[src/rtl/rv_pkg.sv]
// Shared writeback/scoreboard types: register index, writeback request, arbiter pointer.
// Used by reg_wb_arbiter and rr_arb2.
package rv_pkg;

  localparam int RV_XLEN   = 32;
  localparam int RV_NREG   = 32;
  localparam int REG_IDX_W = $clog2(RV_NREG);

  typedef logic [REG_IDX_W-1:0] reg_idx_t;

  typedef struct packed {
    logic                valid;
    reg_idx_t            rd;
    logic [RV_XLEN-1:0]  data;
  } wb_req_t;

  typedef enum logic {
    RR_A = 1'b0,
    RR_B = 1'b1
  } rr_ptr_e;

endpackage

[src/rtl/rr_arb2.sv]
// Two-requester round-robin arbiter; the priority pointer only moves when both
// requesters compete, so an uncontested winner does not lose its next turn.
module rr_arb2
  import rv_pkg::*;
(
  input  logic clk_i,
  input  logic rst_i,
  input  logic req_a_i,
  input  logic req_b_i,
  output logic gnt_a_o,
  output logic gnt_b_o
);

  rr_ptr_e ptr_q, ptr_d;
  logic    contested;

  assign contested = !rst_i && req_a_i && req_b_i;

  always_ff @(posedge clk_i) begin
    if (rst_i) begin
      ptr_q <= RR_A;
    end else begin
      ptr_q <= ptr_d;
    end
  end

  always_comb begin
    ptr_d = ptr_q;
    if (contested) begin
      ptr_d = (ptr_q == RR_A) ? RR_B : RR_A;
    end
  end

  always_comb begin
    gnt_a_o = 1'b0;
    gnt_b_o = 1'b0;
    if (!rst_i) begin
      if (req_a_i && (!req_b_i || ptr_q == RR_A)) begin
        gnt_a_o = 1'b1;
      end else if (req_b_i) begin
        gnt_b_o = 1'b1;
      end
    end
  end

endmodule

[src/rtl/reg_wb_arbiter.sv]
// Writeback arbiter with pending-register scoreboard and registered register-file write port.
// Define WB_BYPASS_EN to forward the in-progress write to issuing sources instead of stalling.
module reg_wb_arbiter
  import rv_pkg::*;
#(
  parameter int XLEN = RV_XLEN,
  parameter int NREG = RV_NREG
) (
  input  logic            clk,
  input  logic            rst,
  input  logic            a_valid,
  input  reg_idx_t        a_rd,
  input  logic [XLEN-1:0] a_data,
  output logic            a_ready,
  input  logic            b_valid,
  input  reg_idx_t        b_rd,
  input  logic [XLEN-1:0] b_data,
  output logic            b_ready,
  input  logic            issue_valid,
  input  reg_idx_t        issue_rd,
  input  reg_idx_t        issue_rs1,
  input  reg_idx_t        issue_rs2,
  output logic            issue_stall,
  output logic            reg_write,
  output reg_idx_t        wr_rd,
  output logic [XLEN-1:0] wr_data
`ifdef WB_BYPASS_EN
  ,
  output logic            fwd_rs1,
  output logic            fwd_rs2,
  output logic [XLEN-1:0] fwd_data
`endif
);

  wb_req_t         a_req, b_req, win;
  logic            reg_write_q;
  reg_idx_t        wr_rd_q;
  logic [XLEN-1:0] wr_data_q;
  logic [NREG-1:0] pending_q, pending_d, set_vec, clr_vec;
  logic            issue_acc;
  logic            byp_rs1, byp_rs2;
  logic            haz_rs1, haz_rs2, haz_rd;

  assign a_req = '{valid: a_valid, rd: a_rd, data: a_data};
  assign b_req = '{valid: b_valid, rd: b_rd, data: b_data};

  rr_arb2 u_arb (
    .clk_i   (clk),
    .rst_i   (rst),
    .req_a_i (a_valid),
    .req_b_i (b_valid),
    .gnt_a_o (a_ready),
    .gnt_b_o (b_ready)
  );

  always_comb begin
    win = '0;
    if (a_ready) begin
      win = a_req;
    end else if (b_ready) begin
      win = b_req;
    end
  end

  // Output register: winner of cycle N drives the register file in cycle N+1.
  always_ff @(posedge clk) begin
    if (rst) begin
      reg_write_q <= 1'b0;
      wr_rd_q     <= '0;
      wr_data_q   <= '0;
    end else begin
      reg_write_q <= win.valid && (win.rd != '0);
      if (win.valid) begin
        wr_rd_q   <= win.rd;
        wr_data_q <= win.data;
      end
    end
  end

  // A write still sitting in the output register when reset asserts is dropped.
  assign reg_write = reg_write_q && !rst;
  assign wr_rd     = wr_rd_q;
  assign wr_data   = wr_data_q;

`ifdef WB_BYPASS_EN
  assign byp_rs1  = reg_write && (wr_rd_q == issue_rs1);
  assign byp_rs2  = reg_write && (wr_rd_q == issue_rs2);
  assign fwd_rs1  = byp_rs1;
  assign fwd_rs2  = byp_rs2;
  assign fwd_data = wr_data_q;
`else
  assign byp_rs1 = 1'b0;
  assign byp_rs2 = 1'b0;
`endif

  // Destination matches always stall; sources may be covered by the bypass.
  assign haz_rs1     = pending_q[issue_rs1] && !byp_rs1;
  assign haz_rs2     = pending_q[issue_rs2] && !byp_rs2;
  assign haz_rd      = pending_q[issue_rd];
  assign issue_stall = !rst && issue_valid && (haz_rs1 || haz_rs2 || haz_rd);
  assign issue_acc   = !rst && issue_valid && !issue_stall && (issue_rd != '0);

  always_comb begin
    set_vec = '0;
    clr_vec = '0;
    if (issue_acc) begin
      set_vec[issue_rd] = 1'b1;
    end
    if (reg_write) begin
      clr_vec[wr_rd_q] = 1'b1;
    end
    // Set is applied after clear so a same-index collision leaves the bit pending.
    pending_d    = (pending_q & ~clr_vec) | set_vec;
    pending_d[0] = 1'b0;
  end

  always_ff @(posedge clk) begin
    if (rst) begin
      pending_q <= '0;
    end else begin
      pending_q <= pending_d;
    end
  end

endmodule

[config.mk]
export PLATFORM = sky130hd
export DESIGN_NAME = reg_wb_arbiter
export DESIGN_NICKNAME = d
export VERILOG_FILES = /design/src/rtl/rv_pkg.sv /design/src/rtl/rr_arb2.sv /design/src/rtl/reg_wb_arbiter.sv
export SDC_FILE = /design/constraint.sdc
export NUM_CORES = 1
export LEC_CHECK = 0
export ABC_CLOCK_PERIOD_IN_PS = 7100
export CAP_MARGIN = 25
export CORE_ASPECT_RATIO = 0.75
export CORE_MARGIN = 10
export CORE_UTILIZATION = 46
export CTS_CLUSTER_SIZE = 25
export DETAILED_ROUTE_END_ITERATION = 6
export PLACE_DENSITY = 0.81
export REMOVE_ABC_BUFFERS = 1
export SLEW_MARGIN = 10
export SYNTH_ARGS = -nofsm -noshare
export SYNTH_HDL_FRONTEND = slang
export SYNTH_SLANG_ARGS = --single-unit
[constraint.sdc]
create_clock -name clk -period 7.1 [get_ports clk]
set_input_delay 1.42 -clock clk [delete_from_list [all_inputs] [get_ports clk]]
set_output_delay 1.42 -clock clk [all_outputs]
set_load 0.01 [all_outputs]
==> flow_summary.yaml <==
worst_setup_path:
  endpoint_kind: "primary output"
  worstPathArrival_ns: 4.47
  reg2reg_depth: 6
  r2r_start: "pending_q[10]$_SDFF_PP0_"
  critPathLaunchType: "input port"
  critPathMaxFanout: 32
  required_ns: 5.68
  worstReg2RegEnd: "pending_q[16]$_SDFF_PP0_"
  rrSetupSlack_ns: 4.67
  worstSetupStartpoint: "issue_rs1[0]"
  worstSetupPathType: "in2out"
  setup.worst_path.end: "issue_stall"
synthesis:
  synth-seq-area-share_pct: 34.8
  ys_ff_latch: 70
  netlist_area_sq_um: 4030
  synth-edff-count: 0
  synthFlopType: "dfxtp_1"
  syn_area_per_cell_sq_um: 8.11
  synthCells: 497
  synth_async_sr_flop_share_pct: 0
  yosysUniqueCellTypes: 42
  yosys_warnings: 0
sta:
  finalHoldViolations: 0
  clock_skew_ns: 0.00575
  maxSlewViolCount: 0
  slew-limit-headroom_pct: 49.6
  finalSetupViolations: 0
  rsz0062_at_grt: "false"
  timing.final.crit_share_pct: 83.0
  finalCriticalPeriod_ns: 5.89
  fin_ws_ns: 1.21
  fmax_mhz: 170
  fin_tns_setup_ns: 0
  worst_pin_slew_ns: 0.756
power:
  p_sw_share_pct: 24.3
  power_frac_comb_pct: 17.9
  p_switching_w: 0.000281
  finalPower_w: 0.00116
  power_frac_clock_pct: 44.7
  power.density_nw_per_um2: 203
  ir_worst_vdd_v: 0.000226
  pwr-share-seq_pct: 37.4
  p_leak_nw: 2.08
  p_int_w: 0.000876
floorplanning:
  start_util_pct: 47.5
  coreArea_sq_um: 8490
  die_x_um: 128
  ios: 135
  die_y_um: 101
  die-area_sq_um: 12900
  placementRows: 29
min_path:
  hold_path.class: "reg2reg"
  hold_depth: 2
cells_and_area:
  diodes: 0
  drive_gt1_share_pct: 7.74
  fin_nets: 697
  synthToLayoutAreaGrowth_pct: 41.2
  nFillCells: 697
  design_area_sq_um: 5690
  final_cells: 715
placement:
  dp_slack_ns: 1.21
  place_area_sq_um: 5350
  placedCellCount: 700
  globalplace.congestion: 0.941
  place_hpwl_um: 11000
  io_buffers: 134
cts:
  cts.repair.resized: 0
  cts_sinks: 70
  cts_buffers: 9
  root_buffer: "clkbuf_16"
  cts.htree.levels: 3
  clockBufferDepth: 2
  cts_setup_buffers: 0
  path_clk_slew_ns: 0.06
  clock_latency_ns: 0.33
  cts_tree: "done"
  cts_hold_buffers: 0
global_routing:
  grt_pass1_vias: 4177
  track_usage_pct: 22.2
  overflow: 0
  antenna_found_initial: 0
  grt_pass1_wl_um: 22800
  grt_max_degree: 42
detailed_routing:
  drc: 0
  num_vias: 4337
  drt_wl_total_um: 14800
  drtIter0Drc: 405
  avgViaCountPerCell: 6.07
  ant_nets: 0
  dr.pass1.iters: 5
  wl_per_cell_um: 20.8
run:
  maxCapViolCount: 0
run_status:
  outcome: "finished, final reports clean"
synthesized netlist by cell type (all sizes together) (4+ instances only):
cell type / instances / area (sq um)
or4: 8 / 60.1
nand2: 30 / 113
mux4: 15 / 338
nand3: 5 / 25.0
buf: 10 / 61.3
dfxtp: 70 / 1400
o21ai: 28 / 140
nor3b: 6 / 45.0
nor4: 38 / 238
nor2: 119 / 447
nand3b: 23 / 173
clkbuf: 34 / 128
mux2i: 20 / 200
o22ai: 4 / 25.0
o41ai: 24 / 210
nor2b: 19 / 119
inv: 4 / 15.0
or2: 5 / 31.3
nor3: 5 / 25.0
power groups by stage:
stage / Combinational (W) / Clock (W) / Sequential [W]
2_1_floorplan: 0.0000679 / 0 / 0.000445
3_3_place_gp: 0.000202 / 0 / 0.000440
3_5_place_dp: 0.000206 / 0 / 0.000441
4_1_cts: 0.000207 / 0.000518 / 0.000433
5_1_grt: 0.000222 / 0.000534 / 0.000436
6_report: 0.000207 / 0.000517 / 0.000433
state kept, by name (all words and copies together), names as in the netlist:
| register | cells |
|---|---|
| pending_q | 31 |
| wr_rd | 5 |
| u_arb.ptr_q | 1 |
| reg_write_q | 1 |
| wr_data | 32 |
routing by layer:
layer	vias up	global-route usage, %	part of all wire, %
met4	0	5.44	1.3
li1	2036	-	-
met3	18	7.26	9.3
met5	-	0	0
met1	2085	27.2	41
met2	198	36.7	48
how the worst min path moves through the flow:
stage / startpoint / to
CTS: wr_data[20]$_SDFFE_PP0P_ / wr_data[20]$_SDFFE_PP0P_
global route: wr_data[19]$_SDFFE_PP0P_ / wr_data[19]$_SDFFE_PP0P_
detailed placement: wr_data[20]$_SDFFE_PP0P_ / wr_data[20]$_SDFFE_PP0P_
finish: wr_data[13]$_SDFFE_PP0P_ / wr_data[13]$_SDFFE_PP0P_
global placement: wr_data[3]$_SDFFE_PP0P_ / wr_data[3]$_SDFFE_PP0P_
floorplan: pending_q[16]$_SDFF_PP0_ / pending_q[16]$_SDFF_PP0_
worst max-delay path: stages:
cell and delay (ns):
clkdlybuf4s50_1 0.76, mux4_2 0.55, mux2_2 0.27, a311oi_1 0.28, nand4_1 0.12, buf_4 0.25, o31a_1 0.32, clkdlybuf4s50_1 0.48
through the flow:
stage / hold WS (ns) / utilization (%)
4_1_cts: 0.499 / 67.0
3_3_place_gp: 0.481 / 63.1
2_1_floorplan: 0.468 / -
5_1_grt: 0.522 / 67.0
3_5_place_dp: 0.490 / 63.1
6_report: 0.496 / 67.0
final cells by class:
| class | count | area, sq um | share of cell area (%) |
|---|---|---|---|
| repair buffers | 139 | 1370 | 24.1 |
| inverters | 4 | 15.0 | 0.264 |
| well taps | 108 | 135 | 2.37 |
| flip-flops and latches | 70 | 1400 | 24.6 |
| multi-input cells | 379 | 2430 | 42.7 |
| clock buffers | 11 | 243 | 4.26 |
| clock inverters | 4 | 95.1 | 1.67 |
kinds of logic after synthesis:
group / count (synthesis) / synth area share [%]
AOI/OAI and AO/OA: 67 / 11.5
xor gates and xnor gates: 1 / 0.217
buffers and inverters: 48 / 5.06
DFF: 70 / 34.8
muxes: 36 / 13.6
and+or+nand+nor: 275 / 34.9
cells in the final DEF (no fill, tap or decap), types with 3 or more instances in the layout:
cell type        instances
clkdlybuf4s50_1        133
nor2_1                 119
dfxtp_1                 70
nor4_1                  38
nand2_1                 30
o41ai_1                 24
nand3b_1                23
o21ai_0                 21
mux2i_1                 20
nor2b_1                 19
mux4_2                  15
clkbuf_16                9
or4_1                    8
nor3b_1                  6
o21ai_1                  6
or2_2                    5
nor3_1                   5
nand3_1                  5
buf_4                    5
inv_1                    4
o22ai_1                  4
nand2b_1                 3
nand4b_1                 3
or3b_2                   3
nand4_1                  3
bufinv_16                3
No activity file was read; power rests on OpenSTA's default activity.
